--- config.mk ---
export PLATFORM = sky130hd
export DESIGN_NAME = trigger_pulse_bank
export DESIGN_NICKNAME = d
export VERILOG_FILES = /design/src/rtl/trigger_pulse_pkg.sv /design/src/rtl/trigger_pulse_channel.sv /design/src/rtl/trigger_pulse_bank.sv
export SDC_FILE = /design/constraint.sdc
export NUM_CORES = 1
export LEC_CHECK = 0
export ABC_AREA = 1
export ABC_CLOCK_PERIOD_IN_PS = 2450
export CORE_ASPECT_RATIO = 1.75
export CORE_UTILIZATION = 45
export DETAILED_ROUTE_END_ITERATION = 12
export GPL_TIMING_DRIVEN = 0
export PLACE_DENSITY = 0.62
export SLEW_MARGIN = 10
export SYNTH_ARGS = -nofsm -noshare
export SYNTH_HDL_FRONTEND = slang
export SYNTH_SLANG_ARGS = --single-unit
--- constraint.sdc ---
create_clock -name clk -period 2.45 [get_ports clk]
set_clock_uncertainty 0.2 [all_clocks]
set_input_delay 0.6125 -clock clk [delete_from_list [all_inputs] [get_ports clk]]
set_output_delay 0.6125 -clock clk [all_outputs]
set_load 0.02 [all_outputs]
--- src/rtl/trigger_pulse_pkg.sv ---
// trigger_pulse_pkg: channel state encoding and default widths shared by the trigger pulse bank
package trigger_pulse_pkg;
  localparam int NCH_D   = 4;
  localparam int DEL_W_D = 21;
  localparam int DUR_W_D = 11;
  localparam int REP_W_D = 8;
  typedef enum logic [2:0] {
    ST_IDLE,
    ST_ARMED,
    ST_DELAY,
    ST_ACTIVE,
    ST_GAP,
    ST_DONE
  } ch_state_t;
  function automatic logic is_running(input ch_state_t s);
    return s == ST_DELAY || s == ST_ACTIVE || s == ST_GAP;
  endfunction
endpackage

--- src/rtl/trigger_pulse_channel.sv ---
// trigger_pulse_channel: one armed/fired pulse-train generator with its own configuration shadows
module trigger_pulse_channel
  import trigger_pulse_pkg::*;
#(
  parameter int DEL_W = DEL_W_D,
  parameter int DUR_W = DUR_W_D,
  parameter int REP_W = REP_W_D
) (
  input  logic             clk,
  input  logic             rst,
  input  logic             hard_stop,
  input  logic             arm,
  input  logic             fire,
  input  logic             rest_level,
  input  logic             cfg_wr,
  input  logic             cfg_en,
  input  logic [DEL_W-1:0] cfg_delay,
  input  logic [DUR_W-1:0] cfg_dur,
  input  logic [DUR_W-1:0] cfg_gap,
  input  logic [REP_W-1:0] cfg_npulse,
  output logic             trig_out,
  output logic             ch_done,
  output logic             running
);
  localparam int CW = DEL_W > DUR_W ? DEL_W : DUR_W;
  ch_state_t st, st_n;
  logic [CW-1:0] cnt, cnt_n, dur_ld, gap_ld;
  logic [REP_W-1:0] pcnt, pcnt_n;
  logic done_n, en_s, writable;
  logic [DEL_W-1:0] delay_s;
  logic [DUR_W-1:0] dur_s, gap_s;
  logic [REP_W-1:0] np_s;
  assign writable = st == ST_IDLE || st == ST_DONE;
  assign running  = is_running(st);
  // One counter is reused for delay, pulse width and gap; each load is "cycles left after this one".
  assign dur_ld = dur_s == '0 ? '0 : CW'(dur_s) - CW'(1);
  assign gap_ld = gap_s == '0 ? '0 : CW'(gap_s) - CW'(1);
  always_comb begin
    st_n   = st;
    cnt_n  = cnt;
    pcnt_n = pcnt;
    done_n = ch_done;
    case (st)
      ST_IDLE, ST_DONE: begin
        st_n   = en_s && arm ? ST_ARMED : st;
        done_n = en_s && arm ? 1'b0 : ch_done;
      end
      ST_ARMED: if (arm && fire) begin
        pcnt_n = np_s == '0 ? REP_W'(1) : np_s;
        st_n   = delay_s == '0 ? ST_ACTIVE : ST_DELAY;
        cnt_n  = delay_s == '0 ? dur_ld : CW'(delay_s) - CW'(1);
      end
      ST_DELAY: begin
        st_n  = cnt == '0 ? ST_ACTIVE : ST_DELAY;
        cnt_n = cnt == '0 ? dur_ld : cnt - CW'(1);
      end
      ST_ACTIVE: if (cnt != '0) cnt_n = cnt - CW'(1);
      else begin
        pcnt_n = pcnt == '0 ? '0 : pcnt - REP_W'(1);
        if (pcnt <= REP_W'(1)) begin
          st_n   = ST_DONE;
          done_n = 1'b1;
        end else begin
          st_n  = gap_s == '0 ? ST_ACTIVE : ST_GAP;
          cnt_n = gap_s == '0 ? dur_ld : gap_ld;
        end
      end
      ST_GAP: begin
        st_n  = cnt == '0 ? ST_ACTIVE : ST_GAP;
        cnt_n = cnt == '0 ? dur_ld : cnt - CW'(1);
      end
      default: st_n = ST_IDLE;
    endcase
  end
  always_ff @(posedge clk) begin
    if (hard_stop || !rst) begin
      st       <= ST_IDLE;
      cnt      <= '0;
      pcnt     <= '0;
      trig_out <= rest_level;
      ch_done  <= 1'b1;
    end else begin
      st       <= st_n;
      cnt      <= cnt_n;
      pcnt     <= pcnt_n;
      trig_out <= st_n == ST_ACTIVE && dur_s != '0 ? ~rest_level : rest_level;
      ch_done  <= done_n;
    end
  end
  // hard_stop outranks rst so an abort never wipes the configuration.
  always_ff @(posedge clk) begin
    if (!hard_stop && !rst) begin
      en_s    <= 1'b0;
      delay_s <= '0;
      dur_s   <= '0;
      gap_s   <= '0;
      np_s    <= '0;
    end else if (!hard_stop && cfg_wr && writable) begin
      en_s    <= cfg_en;
      delay_s <= cfg_delay;
      dur_s   <= cfg_dur;
      gap_s   <= cfg_gap;
      np_s    <= cfg_npulse;
    end
  end
endmodule

--- src/rtl/trigger_pulse_bank.sv ---
// trigger_pulse_bank: NCH independent trigger channels with shared arm/fire/abort and config decode
module trigger_pulse_bank
  import trigger_pulse_pkg::*;
#(
  parameter int NCH   = NCH_D,
  parameter int DEL_W = DEL_W_D,
  parameter int DUR_W = DUR_W_D,
  parameter int REP_W = REP_W_D,
  localparam int CH_W = NCH > 1 ? $clog2(NCH) : 1
) (
  input  logic             clk,
  input  logic             rst,
  input  logic             hard_stop,
  input  logic             arm,
  input  logic             fire,
  input  logic [NCH-1:0]   rest_level,
  input  logic             cfg_wr,
  input  logic [CH_W-1:0]  cfg_ch,
  input  logic             cfg_en,
  input  logic [DEL_W-1:0] cfg_delay,
  input  logic [DUR_W-1:0] cfg_dur,
  input  logic [DUR_W-1:0] cfg_gap,
  input  logic [REP_W-1:0] cfg_npulse,
  output logic [NCH-1:0]   trig_out,
  output logic [NCH-1:0]   ch_done,
  output logic             busy
);
  logic [NCH-1:0] running;
  assign busy = |running;
  for (genvar i = 0; i < NCH; i++) begin : g_ch
    trigger_pulse_channel #(
      .DEL_W(DEL_W),
      .DUR_W(DUR_W),
      .REP_W(REP_W)
    ) u_ch (
      .clk        (clk),
      .rst        (rst),
      .hard_stop  (hard_stop),
      .arm        (arm),
      .fire       (fire),
      .rest_level (rest_level[i]),
      .cfg_wr     (cfg_wr && cfg_ch == CH_W'(i)),
      .cfg_en     (cfg_en),
      .cfg_delay  (cfg_delay),
      .cfg_dur    (cfg_dur),
      .cfg_gap    (cfg_gap),
      .cfg_npulse (cfg_npulse),
      .trig_out   (trig_out[i]),
      .ch_done    (ch_done[i]),
      .running    (running[i])
    );
  end
endmodule

==> metrics.md, run 1 <==
| Metric | Value |
|---|---|
| Status | `finished with violations` |
| Failing checks | `negative setup slack` |
| Cell Pwr Density | `655 nW/um^2` |
| GRT overflow | `0` |
| CP Cell Sequence | `buf_4, nand3_4, nand2_4, nor2_4, buf_8, nand4_1, buf_4` |
| First-pass GRT wire length | `136,000 um` |
| Largest net degree at the start of global routing | `16` |
| Vias | `25,400` |
| DR vias/cell | `5.68` |
| Synth Area in Simple Gates | `0.321` |
| Register area share after synthesis | `0.305` |
| Max incr delay on CP | `0.33 ns` |
| Worst vdd ir | `0.604 mV` |
| Yosys Warn Count | `0` |
| Fin. max-slew vios | `0` |
| Clk root buf | `clkbuf_16` |
| Placed cell area | `24,100 um^2` |
| CTS Buf Count | `37` |
| Sw Ratio | `0.364` |
| Final Hold Viols | `0` |
| Required @ worst endpoint | `1.64 ns` |
| DIE AREA | `51,100 um^2` |
| HP Class | `flop to flop` |
| Post-synthesis adder-cell area fraction | `0.0177` |
| Synth Area in XOR/XNOR | `0.0508` |
| GP Congestion | `1.01` |
| Post-Syn Area | `22,600 um^2` |
| Cts hold-fix bufs | `0` |
| CTS H-tree lvls | `2` |
| Total wire length | `91,200 um` |
| Final #Nets | `3,882` |
| Pint | `11.0 mW` |
| Mux cell area share after synthesis | `0` |
| Avg Inst Size Synth | `6.21 um^2` |
| CP endpoint kind | `output pin` |
| Core Region | `49,600 um^2` |
| CTS clock-pin slew for the worst setup and hold paths | `0.07 ns` |
| P_sw | `6.28 mW` |
| Routed WL per cell | `20.4 um` |
| Longest Clk Path Bufs | `3` |
| Design Area, Final | `26,400 um^2` |
| Worst slack at placement | `-1.41 ns` |
| Slowest cell on the critical path | `dfxtp_2` |
| Slew Limit Headroom | `0.228` |
| Starting Density | `0.456` |
| Remaining DRCs | `0` |
| Crit path DAT | `1.81 ns` |
| Pre-antenna DRT Iters | `8` |
| Insertion delay to the later sink of the worst-skew pair | `0.55 ns` |
| Peak Freq | `381 MHz` |
| Die H | `298 um` |
| Share of cells above drive strength 1 | `0.0887` |
| Yosys reg bits | `344` |
| Pleak | `11.8 nW` |
| Yosys cell types | `46` |
| Die width | `171 um` |
| Largest family of logic cells by synthesized area | `simple AND/OR/NAND/NOR gates` |
| CTS sink cnt | `344` |
| Syn nets | `3,732` |
| Initial antenna violation count | `2` |
| Compound-gate portion of the synthesized area | `0.206` |
| Startpoint types | `flop` |
| Layout Area Growth over Synthesis | `16.8%` |
| IO Count | `73` |
| CP Class | `flop to output pin` |
| PortBufs | `70` |
| Gr usage total | `0.353` |
| Clock network power share | `0.351` |
| Worst Setup Slack, final | `-0.172 ns` |
| RSZ-0062 raised after global routing | `yes` |
| HPWL Detailed | `69,500 um` |
| Total power | `17.3 mW` |
| Reported max-cap violation count | `0` |
| Seq pwr share | `0.357` |
| FP Rows | `108` |
| Worst-margin pin slew | `1.16 ns` |
| CTS tree | `yes` |
| Drt first-iter violations | `2,073` |
| Critical-path maximum fanout | `3` |
| Setup violators final | `1` |
| Vias in the first global route | `24,000` |
| Time the worst path needs with I/O delays and setup | `2.62 ns` |
| Post-Syn Instances | `3,636` |
| Gate power share | `0.292` |
| Final Cycle Share | `1.07` |
| Most used cell, CP | `buf_4` |
| Final ANT Viol Nets | `0` |
-- placed cells by master, fill, tap and decap left out, types with 11 or more instances in the layout --
cell type and count:
o21ai_0 197, clkbuf_16 37, a31oi_1 16, o21ai_1 24
buf_1 17, buf_6 11, nand2_4 11, buf_4 49
nand4_1 44, nand2_1 723, xor2_1 106, a21oi_1 382
clkbuf_1 82, inv_1 375, clkdlybuf4s50_1 67, nor2_4 15
inv_2 23, nor3_1 33, o22ai_1 203, nand3_4 12
xnor2_1 25, nor2_2 25, buf_2 19, nand2_2 17
clkbuf_2 11, ha_1 25, nor2_1 463, nand3_1 312
dfxtp_1 334, nand3b_1 12
-- flip-flops by register name, summed over array words and instances (netlist names) --
| name | count |
|---|---|
| g_ch.u_ch.gap_s | 44 |
| g_ch.u_ch.dur_s | 44 |
| g_ch.u_ch.pcnt | 32 |
| g_ch.u_ch.trig_out | 4 |
| g_ch.u_ch.en_s | 4 |
| g_ch.u_ch.cnt | 84 |
| g_ch.u_ch.np_s | 32 |
| g_ch.u_ch.st | 12 |
| g_ch.u_ch.delay_s | 84 |
| g_ch.u_ch.ch_done | 4 |
-- layer usage --
metal	part of all wire	up-vias	wire length, um	global-route usage
li1	-	12400	-	-
met1	0.36	11700	33100	0.390
met2	0.48	976	43800	0.612
met3	0.070	352	6350	0.0470
met4	0.086	2	7890	0.258
met5	0.000099	-	9	0
-- cells by family after synthesis --
family	Yosys count
buffers and inverters	565
and+or+nand+nor	1704
AOI/OAI and AO/OA	860
DFF	344
xor gates and xnor gates	131
adders and majority gates	32
-- through the flow --
| step | util | std cells | TNS, ns | hold WS, ns |
|---|---|---|---|---|
| 2_1_floorplan | - | 3636 | 0 | 0.238 |
| 3_3_place_gp | 0.486 | 4366 | -219.17 | 0.251 |
| 3_5_place_dp | 0.486 | 4366 | -220.36 | 0.255 |
| 4_1_cts | 0.520 | 4445 | -0.154 | 0.266 |
| 5_1_grt | 0.532 | 4470 | -0.275 | 0.302 |
| 6_report | 0.532 | 4472 | -0.172 | 0.261 |
-- timing repair --
action                     4_1_cts  5_1_grt
pin swaps                       10       16
buffers inserted                16       25
resized for setup              112      117
setup endpoints to repair      174      219
cloned                           0        0
-- final cells by class --
cell class	instances	area, um^2
Antenna cell	2	5.00
Buffer	156	797
Clock buffer	45	1020
Clock inverter	18	240
Fill cell	5278	23200
Inverter	409	1560
Multi-Input combinational cell	2727	14000
Sequential cell	344	6910
Tap cell	660	826
Timing Repair Buffer	111	1020
-- critical path: cells and delay by family (launching register included) --
kind                   cells  cell delay (ns)
buffers and inverters      3             0.48
flip-flops                 1             0.33
AND/OR/NAND/NOR            4             0.45
-- power by group through the flow --
stage                     registers [mW]  logic (mW)  clock network [mW]
after detailed placement            6.29        4.68                   0
after global placement              6.29        4.67                   0
after global routing                6.20        5.49                6.32
after floorplan                     6.21        3.20                   0
final                               6.17        5.04                6.07
after CTS                           6.16        4.73                6.12
-- synthesized netlist by cell type, drive strengths merged --
master,count,area (um^2)
a211oi,6,45.0
a21oi,390,1950
a31oi,16,100
and2,4,25.0
and3,2,12.5
buf,58,332
clkbuf,98,369
clkinv,4,15.0
dfxtp,344,6890
ha,32,400
inv,405,1530
nand2,752,2880
nand3,333,1730
nand3b,14,113
nand4,44,275
nor2,503,1940
nor3,40,216
nor4,4,25.0
o211ai,8,60.1
o21ai,231,1190
o21bai,2,15.0
o22ai,207,1290
or2,8,50.1
xnor2,25,219
xor2,106,928
-- final timing paths --
path | start | end | slack (ns) | cells past startpoint
max | g_ch[3].u_ch.st[2] | busy | -0.17 | 7
min | g_ch[1].u_ch.np_s[0] | g_ch[1].u_ch.np_s[0] | 0.26 | 2
max reg2reg | g_ch[2].u_ch.pcnt[0] | g_ch[2].u_ch.cnt[9] | 0.09 | 11
min reg2reg | g_ch[1].u_ch.np_s[0] | g_ch[1].u_ch.np_s[0] | 0.26 | 2
No activity file was read; power rests on OpenSTA's default activity.
==> run 2: changes to the inputs <==
ABC_AREA = not set   (was 1)
==> run 2 against run 1 <==
  * The run still ends with negative setup slack left
  * Clock power fell by 3.8%
  * Design area increased by 5.2%
  * Sequential share of layout area decreased by 1.1 points
  * Die area is 8.8% lower
  * Critical path type is now flop to flop
  * Cell count decreased by 16%
  * Register-to-register slack got worse by 0.94 ns
  * Global-route usage is 5.0 points higher
  * Synthesized cell count is 21% lower
  * First-iteration DRC count is 9.2% higher
  * Critical endpoint is now g_ch[1].u_ch.trig_out
  * Count of clock-buffer cells in the layout rose by 3
==> metrics.md, run 2 <==
| Metric | Value |
|---|---|
| Status | `finished with violations` |
| Failing checks | `negative setup slack` |
| Core Region | `45,100 um^2 (-9.0%)` |
| Post-synth top area share | `0.335 (+0.0299)` |
| Avg Inst Size Synth | `7.13 um^2 (+15%)` |
| DIE AREA | `46,600 um^2 (-8.8%)` |
| GRT overflow | `0 (unchanged)` |
| CTS H-tree lvls | `2 (unchanged)` |
| RSZ-0062 raised after global routing | `yes` |
| Fin. max-slew vios | `0 (unchanged)` |
| Multi-input logic area | `15,200 um^2 (+8.5%)` |
| CP Cell Sequence | `or4_4, or4_4, buf_8, or3_4, buf_12, o22ai_4, and3_4, nand4_1, xnor2_1` |
| Worst vdd ir | `0.608 mV (+0.58%)` |
| Placed insts | `3,530 (-19%)` |
| Layout Area Growth over Synthesis | `34.9%` |
| Register area share after synthesis | `0.335 (+0.0299)` |
| Peak Freq | `303 MHz (-21%)` |
| Setup violators final | `116 (+115)` |
| First-pass GRT wire length | `138,000 um (+1.7%)` |
| Cell Pwr Density | `603 nW/um^2 (-7.9%)` |
| Post-route insts no fill | `3,744 (-16%)` |
| Initial antenna violation count | `7 (+5)` |
| Slew Limit Headroom | `0.122 (-0.106)` |
| Final Cycle Share | `1.35 (+0.279)` |
| Synth async-reset ratio | `0 (unchanged)` |
| Yosys reg bits | `344 (unchanged)` |
| Final #Nets | `3,234 (-17%)` |
| Share of cells above drive strength 1 | `0.234 (+0.146)` |
| Critical Path Source | `g_ch[1].u_ch.cnt[7]` |
| CTS Buf Count | `36 (-2.7%)` |
| Longest Clk Path Bufs | `3 (unchanged)` |
| Design Area, Final | `27,700 um^2 (+5.2%)` |
| Die width | `164 um (-4.5%)` |
| Final Hold Viols | `0 (unchanged)` |
| Time the worst path needs with I/O delays and setup | `3.30 ns (+0.683 ns)` |
| Worst slack at placement | `-1.69 ns (-0.283 ns)` |
| Most common cell after layout, fill and taps aside | `nand2_1` |
| Placed cell area | `22,300 um^2 (-7.4%)` |
| Reported max-cap violation count | `0 (unchanged)` |
| Post-Syn Instances | `2,884 (-21%)` |
| Post-synth EDFFs | `0 (unchanged)` |
| HPWL Detailed | `70,400 um (+1.3%)` |
| Insertion delay to the later sink of the worst-skew pair | `0.57 ns (+0.02 ns)` |
| Die H | `285 um (-4.5%)` |
| Critical-path maximum fanout | `3 (unchanged)` |
| Fill cells | `4,012 (-24%)` |
| Synth cell count leaders | `606 x nand2_1, 375 x a21oi_1, 344 x dfxtp_1` |
| Worst-margin pin slew | `1.32 ns (+0.159 ns)` |
| Most frequent cell after synthesis | `nand2_1` |
| Max incr delay on CP | `0.54 ns (+0.21 ns)` |
| IO Count | `73 (unchanged)` |
| CP endpoint kind | `flop` |
| DR vias/cell | `6.49 (+14%)` |
| Post-Syn Area | `20,600 um^2 (-8.9%)` |
| Startpoint types | `flop` |
| Gr usage total | `0.403 (+0.0498)` |
| Min Hold Slack | `0.267 ns (+0.00568 ns)` |
| Syn nets | `2,980 (-20%)` |
| Final ANT Viol Nets | `0 (unchanged)` |
| FP Rows | `103 (-4.6%)` |
| HP Class | `flop to flop` |
| PortBufs | `69 (-1.4%)` |
| Crit path DAT | `3.57 ns (+1.76 ns)` |
| Vias in the first global route | `22,400 (-6.9%)` |
| Most used cell, CP | `or4_4` |
| Total power | `16.7 mW (-3.1%)` |
| Pleak | `10.2 nW (-14%)` |
| Register area | `6970 um^2 (+0.74%)` |
| Required @ worst endpoint | `2.72 ns (+1.08 ns)` |
| Largest regs | `g_ch.u_ch.cnt: 84 flops, g_ch.u_ch.delay_s: 84 flops` |
| Remaining DRCs | `0 (unchanged)` |
| Hold_sp | `g_ch[3].u_ch.np_s[0]` |
| CTS clock-pin slew for the worst setup and hold paths | `0.06 ns (about the same)` |
| Yosys Warn Count | `0 (unchanged)` |
| CP Class | `flop to flop` |
| Total wire length | `99,900 um (+9.5%)` |
| Largest net degree at the start of global routing | `15 (-1)` |
| Slowest cell on the critical path | `or4_4` |
| Drt first-iter violations | `2,264 (+9.2%)` |
| Worst r2r src | `g_ch[1].u_ch.cnt[7]` |
| Pre-antenna DRT Iters | `7 (-1)` |
| Commonest cells after routing, fill and taps aside | `580 x nand2_1, 334 x a21oi_1, 305 x dfxtp_1` |
| Clk root buf | `clkbuf_16` |
| Worst Setup Slack, final | `-0.855 ns (-0.683 ns)` |
| CTS sink cnt | `344 (unchanged)` |
| Area contributors post-synth | `dfxtp_1 33%, nand2_1 11%, a21oi_1 9.1%` |
| Synth Flop Type | `dfxtp_1` |
| GP Congestion | `1.04 (+2.9%)` |
| Biggest area consumer among synthesized cells | `dfxtp_1` |
| Starting Density | `0.456 (+0.000627)` |
| Routed WL per cell | `26.7 um (+31%)` |
| CTS tree | `yes` |
| Vias | `24,300 (-4.3%)` |
| Yosys cell types | `83 (+80%)` |
[run 2: cell types whose count changed in the layout (fill, tap and decap cells not counted), sizes merged, moves of 40 or more]
cell    before  now
nor2       503  190
o21ai      231  180
buf         98  199
nand3      333   59
o22ai      207   36
a31oi       16   66
nor4         4   69
a211oi       6   47
xnor2       25   75
inv        408   62
nor3        40  124
or4          0   40
xor2       106   57
nand2      752  607
[run 2: path summary, 6_finish.rpt]
kind | end | slack (ns) | cells after the start
setup / recovery | g_ch[1].u_ch.trig_out | -0.85 | 9
hold / removal | g_ch[3].u_ch.np_s[0] | 0.27 | 2
setup reg to reg | g_ch[1].u_ch.trig_out | -0.85 | 9
hold reg to reg | g_ch[3].u_ch.np_s[0] | 0.27 | 2
[run 2: layout make-up]
class | instances | share of cell area
diodes | 2 | 0.000180
plain buffers | 164 | 0.0413
clock buffers | 48 | 0.0370
clock inverters | 17 | 0.00654
inverters | 60 | 0.00821
multi-input cells | 2305 | 0.548
flip-flops and latches | 344 | 0.251
well taps | 577 | 0.0260
repair buffers | 227 | 0.0819
[run 2: metal layers]
layer  GRT usage  share of wire
met3      0.0944          0.079
met4       0.372           0.11
met1       0.392           0.32
met5           0        0.00048
met2       0.694           0.48
[run 2: timing repair]
action,4_1_cts,5_1_grt
hold buffers,0,0
resized for setup,314,486
buffers inserted,52,96
pin swaps,42,149
cloned,6,11
endpoints found under the setup margin,347,336
[run 2: cells by family (layout without fill, tap and decap cells)]
logic type / after synthesis / count (layout) / synth area share
xor+xnor: 132 / 132 / 0.0562
other cells: 0 / 2 / 0
buf+inv: 238 / 516 / 0.0472
mux: 11 / 11 / 0.00566
fa+ha+maj: 32 / 32 / 0.0195
compound gates: 875 / 876 / 0.255
simple gates: 1252 / 1254 / 0.282
flops: 344 / 344 / 0.335
[run 2: worst max-delay path: cells and delay by family, from the launching register on]
family	cells	cell delay (ns)
XOR/XNOR	1	0.32
flip-flops	1	0.34
AND/OR/NAND/NOR	5	1.97
buffers and inverters	2	0.29
AO/OA/AOI/OAI	1	0.09
[run 2: metrics by stage]
| step | utilization | TNS, ns |
|---|---|---|
| floorplan | - | -21.33 |
| global placement | 0.495 | -381.47 |
| detailed placement | 0.495 | -395.85 |
| CTS | 0.557 | -48.57 |
| global route | 0.615 | -51.13 |
| finish | 0.615 | -44.31 |
[run 2: power breakdown]
group	total [mW]	leakage (nW)	switching [mW]	internal, mW
combinational	4.79	6.80	3.00	1.80
clock	5.84	0.600	2.55	3.29
sequential	6.11	2.81	0.318	5.79
